<file path="src/rtl/spi_slave_ctrl_if.sv">
// Command/read-data bundle between the SPI pins, the slave controller and the data memory.
interface spi_slave_ctrl_if #(
  parameter int unsigned CMD_W  = 10,
  parameter int unsigned DATA_W = 8
);
  logic              SS_n;
  logic              MOSI;
  logic              MISO;
  logic [CMD_W-1:0]  rx_data;
  logic              rx_valid;
  logic [DATA_W-1:0] tx_data;
  logic              tx_valid;

  modport slave (
    input  SS_n, MOSI, tx_data, tx_valid,
    output MISO, rx_data, rx_valid
  );

  modport master (
    output SS_n, MOSI, tx_data, tx_valid,
    input  MISO, rx_data, rx_valid
  );
endinterface

</file>
<file path="src/rtl/spi_slave_ctrl.sv">
// SPI slave front end: deserialises command words from MOSI and serialises read bytes onto MISO.
module spi_slave_ctrl #(
  parameter int unsigned CMD_W  = 10,
  parameter int unsigned DATA_W = 8
) (
  input  logic             clk,
  input  logic             rst,
  spi_slave_ctrl_if.slave  bus
);

  typedef enum logic [2:0] {StIdle, StChkCmd, StWrite, StReadAdd, StReadData} state_e;

  localparam int unsigned CntW = $clog2(CMD_W + DATA_W + 2);
  // Counter walks: receive (0..LastRx), wait, load, shift-out, then parks past LastTx.
  localparam logic [CntW-1:0] LastRx  = CntW'(CMD_W - 2);
  localparam logic [CntW-1:0] RxDone  = CntW'(CMD_W - 1);
  localparam logic [CntW-1:0] LoadCnt = CntW'(CMD_W);
  localparam logic [CntW-1:0] LastTx  = CntW'(CMD_W + DATA_W);

  state_e              state_q, state_d;
  logic [CntW-1:0]     cnt_q, cnt_d;
  logic [CMD_W-2:0]    rx_shift_q, rx_shift_d;
  logic [CMD_W-1:0]    rx_data_q, rx_data_d;
  logic                rx_valid_q, rx_valid_d;
  logic [DATA_W-1:0]   tx_shift_q, tx_shift_d;
  logic                miso_q, miso_d;
  logic                addr_rcvd_q, addr_rcvd_d;

  always_comb begin
    state_d     = state_q;
    cnt_d       = cnt_q;
    rx_shift_d  = rx_shift_q;
    rx_data_d   = rx_data_q;
    rx_valid_d  = 1'b0;
    tx_shift_d  = tx_shift_q;
    miso_d      = 1'b0;
    addr_rcvd_d = addr_rcvd_q;

    case (state_q)
      StIdle: begin
        cnt_d = '0;
        if (!bus.SS_n) state_d = StChkCmd;
      end
      StChkCmd: begin
        rx_shift_d = {(CMD_W-2)'(0), bus.MOSI};
        cnt_d      = '0;
        if (!bus.MOSI)        state_d = StWrite;
        else if (addr_rcvd_q) state_d = StReadData;
        else                  state_d = StReadAdd;
      end
      default: begin
        if (cnt_q < RxDone) begin
          rx_shift_d = {rx_shift_q[CMD_W-3:0], bus.MOSI};
          cnt_d      = cnt_q + CntW'(1);
          if (cnt_q == LastRx) begin
            rx_data_d  = {rx_shift_q, bus.MOSI};
            rx_valid_d = 1'b1;
            if (state_q == StReadAdd) addr_rcvd_d = 1'b1;
          end
        end else if (state_q == StReadData) begin
          if (cnt_q == RxDone) begin
            cnt_d = cnt_q + CntW'(1);
          end else if (cnt_q == LoadCnt) begin
            // Stall here until the memory presents a valid byte.
            if (bus.tx_valid) begin
              tx_shift_d = bus.tx_data;
              cnt_d      = cnt_q + CntW'(1);
            end
          end else if (cnt_q <= LastTx) begin
            miso_d     = tx_shift_q[DATA_W-1];
            tx_shift_d = {tx_shift_q[DATA_W-2:0], 1'b0};
            cnt_d      = cnt_q + CntW'(1);
            if (cnt_q == LastTx) addr_rcvd_d = 1'b0;
          end
        end
      end
    endcase

    // Deselect aborts the frame; addr_rcvd and rx_data are deliberately kept.
    if (state_q != StIdle && bus.SS_n) begin
      state_d     = StIdle;
      cnt_d       = '0;
      miso_d      = 1'b0;
      rx_valid_d  = 1'b0;
      rx_data_d   = rx_data_q;
      addr_rcvd_d = addr_rcvd_q;
    end
  end

  always_ff @(posedge clk) begin
    if (rst) begin
      state_q     <= StIdle;
      cnt_q       <= '0;
      rx_shift_q  <= '0;
      rx_data_q   <= '0;
      rx_valid_q  <= 1'b0;
      tx_shift_q  <= '0;
      miso_q      <= 1'b0;
      addr_rcvd_q <= 1'b0;
    end else begin
      state_q     <= state_d;
      cnt_q       <= cnt_d;
      rx_shift_q  <= rx_shift_d;
      rx_data_q   <= rx_data_d;
      rx_valid_q  <= rx_valid_d;
      tx_shift_q  <= tx_shift_d;
      miso_q      <= miso_d;
      addr_rcvd_q <= addr_rcvd_d;
    end
  end

  assign bus.MISO     = miso_q;
  assign bus.rx_data  = rx_data_q;
  assign bus.rx_valid = rx_valid_q;

endmodule

</file>
<file path="src/flat_wrapper.sv">
// flat-port wrapper written by rule: the top's interface ports become plain ports
module spi_slave_ctrl_flat 
#(
  parameter int unsigned CMD_W  = 10,
  parameter int unsigned DATA_W = 8
)
  (clk, rst, bus_SS_n, bus_MOSI, bus_tx_data, bus_tx_valid, bus_MISO, bus_rx_data, bus_rx_valid);
  spi_slave_ctrl_if #(.CMD_W(CMD_W), .DATA_W(DATA_W)) bus_i ();
  input  logic clk;
  input  logic rst;
  input wire logic [$bits(bus_i.SS_n)-1:0] bus_SS_n;
  input wire logic [$bits(bus_i.MOSI)-1:0] bus_MOSI;
  input wire logic [$bits(bus_i.tx_data)-1:0] bus_tx_data;
  input wire logic [$bits(bus_i.tx_valid)-1:0] bus_tx_valid;
  output wire logic [$bits(bus_i.MISO)-1:0] bus_MISO;
  output wire logic [$bits(bus_i.rx_data)-1:0] bus_rx_data;
  output wire logic [$bits(bus_i.rx_valid)-1:0] bus_rx_valid;
  assign bus_i.SS_n = bus_SS_n;
  assign bus_i.MOSI = bus_MOSI;
  assign bus_i.tx_data = bus_tx_data;
  assign bus_i.tx_valid = bus_tx_valid;
  assign bus_MISO = bus_i.MISO;
  assign bus_rx_data = bus_i.rx_data;
  assign bus_rx_valid = bus_i.rx_valid;
  spi_slave_ctrl #(.CMD_W(CMD_W), .DATA_W(DATA_W)) u_core (.clk(clk), .rst(rst), .bus(bus_i));
endmodule
</file>
<file path="config.mk">
export PLATFORM = sky130hd
export DESIGN_NAME = spi_slave_ctrl_flat
export DESIGN_NICKNAME = d
export VERILOG_FILES = /design/src/rtl/spi_slave_ctrl_if.sv /design/src/rtl/spi_slave_ctrl.sv /design/src/flat_wrapper.sv
export SDC_FILE = /design/constraint.sdc
export NUM_CORES = 1
export LEC_CHECK = 0
export BUFFER_PORTS_ARGS = -buffer_cell sky130_fd_sc_hd__buf_2
export CAP_MARGIN = 20
export CORE_MARGIN = 2
export CORE_UTILIZATION = 50
export CTS_CLUSTER_SIZE = 16
export DETAILED_ROUTE_END_ITERATION = 8
export PLACE_DENSITY = 0.81
export SETUP_SLACK_MARGIN = 0.15
export SLEW_MARGIN = 20
export SYNTH_ARGS = -nofsm -noshare
export SYNTH_HDL_FRONTEND = slang
export SYNTH_SLANG_ARGS = --single-unit
export TNS_END_PERCENT = 50
</file>
<file path="constraint.sdc">
create_clock -name clk -period 2.5 [get_ports clk]
set_clock_uncertainty 0.05 [all_clocks]
set_input_delay 0.125 -clock clk [delete_from_list [all_inputs] [get_ports clk]]
set_output_delay 0.125 -clock clk [all_outputs]
set_load 0.005 [all_outputs]
</file>
==> results.sh <==
export IMPL_clk_latency_ps=340
export IMPL_grt_max_degree=30
export IMPL_drt_initial_drc_count=81
export IMPL_ys_ff_latch=38
export IMPL_antenna_found_initial=0
export IMPL_p_total_mw=1.187
export IMPL_dpl_instance_area_mm2=0.001817
export IMPL_required_ps=2700
export IMPL_pin_count=25
export IMPL_core_area_mm2=0.003284
export IMPL_crit_path_start_kind="flip-flop"
export IMPL_netlist_instances=179
export IMPL_yosysSeqAreaShare_pct=45.10
export IMPL_rsz0062_at_grt="no"
export IMPL_clk_pin_slew_ps=100
export IMPL_grt_pass1_vias=1095
export IMPL_hpwlAfterDp_um=2014
export IMPL_fillCellCount=295
export IMPL_pre_cts_slack_ps=404.5
export IMPL_grtUsageTotal_pct=16.73
export IMPL_fin_crit_ps=2096
export IMPL_routabilityCongestion=0.8515
export IMPL_post_cts_setup_buffer_count=0
export IMPL_start_util_pct=51.35
export IMPL_wire_per_inst_um=11.73
export IMPL_design_die_area_mm2=0.003854
export IMPL_cpPeakStageDelay_ps=520
export IMPL_async_flop_share_pct=0
export IMPL_path_cells="inv_1, ha_1, nor3b_1, o21ai_1, and4_1, nor2_1, a211oi_1"
export IMPL_drt_first_pass_iters=5
export IMPL_cts_buffer_depth=2
export IMPL_hold_class="in2reg"
export IMPL_cp_max_fo=16
export IMPL_status="finished clean"
export IMPL_cp_arrival_ps=2300
export IMPL_syn_area_per_cell_um2=9.422
export IMPL_die_y_um=62.08
export IMPL_crit_type="reg2reg"
export IMPL_via_per_inst=5.280
export IMPL_end_kind="flip-flop"
export IMPL_num_vias=1320
export IMPL_slew_limit_headroom_pct=64.19
export IMPL_diodes=0
export IMPL_drt_wl_total_um=2932
export IMPL_area_delta_synth_final_pct=15.50
export IMPL_whs_path_depth=4
export IMPL_path_depth=7
export IMPL_cp_num_buf_inv=1
export IMPL_port_buffers=24
export IMPL_ant_nets=0
export IMPL_max_freq_mhz=477.1
export IMPL_post_route_period_util_pct=83.84
export IMPL_ctsResizeCount=0
export IMPL_synth_fp_nets=196
export IMPL_cts_hold_buf=2
export IMPL_cts_sinks=38
export IMPL_setup_viol=0
export IMPL_gr_total_overflow=0
export IMPL_worst_slack_ps=404.0
export IMPL_drive_gt1_share_pct=20.10
export IMPL_cts_tree="built"
export IMPL_report_final_hold_viol_count=0
export IMPL_syn_area_mm2=0.001687
export IMPL_synth_distinct_cells=37
export IMPL_htreeDepth=2
export IMPL_nets=220
export IMPL_timing_hold_ws_ps=31.80
export IMPL_clock_tree_root_cell="clkbuf_4"
export IMPL_ys_warn_count=0
export IMPL_p_leak_nw=0.7063
export IMPL_numCtsBuffers=5
export IMPL_crit_family="simple AND/OR/NAND/NOR gates"
export IMPL_rows=21
export IMPL_power_density_mw_per_mm2=609.6
export IMPL_tightest_slew_ps=533.6
export IMPL_synth_edff_count=0
export IMPL_final_cell_area_mm2=0.001948
export IMPL_slew_viol_final=0
export IMPL_finalSetupTns_ps=0
export IMPL_rr_worst_depth=7
export IMPL_chipWidth_um=62.08
export IMPL_grt_pass1_wl_um=4795
export IMPL_route_detailed_drc=0
export IMPL_maxCapViolCount=0
export IMPL_peakVddDrop_mv=0.3987
export IMPL_synthFlopType="dfxtp_1"
export IMPL_cp_slowest_cell="and4_1"
[layer usage]
layer | part of all wire [%] | global-route usage [%] | wire length [µm]
met1 | 52 | 22.99 | 1525
met2 | 43 | 25.15 | 1257
met3 | 3.8 | 4.969 | 112
met4 | 1.2 | 5.471 | 36
met5 | 0 | 0 | 0
[registers in the layout, summed over array words and instances, names as in the netlist]
name / cells
u_core.addr_rcvd_q: 1
u_core.bus.MISO: 1
u_core.bus.rx_data: 10
u_core.bus.rx_valid: 1
u_core.cnt_q: 5
u_core.rx_shift_q: 9
u_core.state_q: 3
u_core.tx_shift_q: 8
[worst paths after layout]
check	from	endpoint	slack (ps)
hold reg to reg	u_core.tx_shift_q[7]	u_core.bus.MISO	410
setup / recovery	u_core.cnt_q[0]	u_core.tx_shift_q[5]	400
hold / removal	rst	u_core.state_q[0]	30
setup reg to reg	u_core.cnt_q[0]	u_core.tx_shift_q[5]	400
[cells in the mapped netlist (2+ instances only)]
cell type	number	area share (%)
nand4_1	2	0.74
buf_2	2	0.59
o21ai_1	4	1.2
mux2i_1	18	11
nor3_1	4	1.2
a21oi_1	7	2.1
o21ai_0	6	1.8
a22oi_1	8	3.6
nor2_1	32	7.1
or3_1	2	0.74
nand2b_1	3	1.1
dfxtp_1	38	45
nor2b_1	3	1.1
buf_4	2	0.89
a211oi_1	7	3.1
inv_1	5	1.1
a31oi_1	4	1.5
nand2_1	3	0.67
nand3_1	3	0.89
clkbuf_1	4	0.89
ha_1	4	3.0
buf_6	2	1.3
nand4b_1	2	1.0
[where the power goes]
group | switching [mW] | internal (mW)
combinational | 0.0223 | 0.0162
clock | 0.198 | 0.339
sequential | 0.00452 | 0.608
[cell families after synthesis]
group	after synthesis	synth area share (%)
compound gates	42	17.36
simple gates	61	18.77
buf+inv	16	5.118
mux	18	10.68
flops	38	45.10
fa+ha+maj	4	2.967
[worst reg2reg max path: stages (launching register included)]
cell and delay, ps:
dfxtp_1 460, inv_1 120, ha_1 230, nor3b_1 140, o21ai_1 190, and4_1 520, nor2_1 80, a211oi_1 230
[metrics by stage]
stage               instances  util [%]
global route              250     59.31
detailed placement        240     55.31
floorplan                 179         -
CTS                       250     59.31
finish                    250     59.31
global placement          240     55.31
[cells in the final DEF, fill, tap and decap left out, drive strengths merged]
cell	n
dlygate4sd3	2
nor3	5
clkbuf	6
nor2	32
nand2	3
nand4b	2
and3b	1
a31oi	4
nand3	3
a211oi	7
a21boi	2
a21bo	1
nor3b	2
nand4	2
o21ai	10
or3	2
ha	4
dfxtp	38
a22oi	8
o21bai	1
nor2b	3
bufinv	2
inv	5
buf	26
mux2i	18
nor4bb	1
o31a	1
a21oi	8
nand2b	3
and3	1
and4	1
[cell type report]
class,instances,area [µm²],share of cell area (%)
Timing Repair Buffer,28,155.1,7.964
Clock inverter,2,60.06,3.083
Multi-Input combinational cell,125,844.6,43.35
Tap cell,46,57.56,2.954
Clock buffer,6,51.30,2.633
Sequential cell,38,760.7,39.05
Inverter,5,18.77,0.9634
Note: power is estimated with default switching activity, not from simulation.
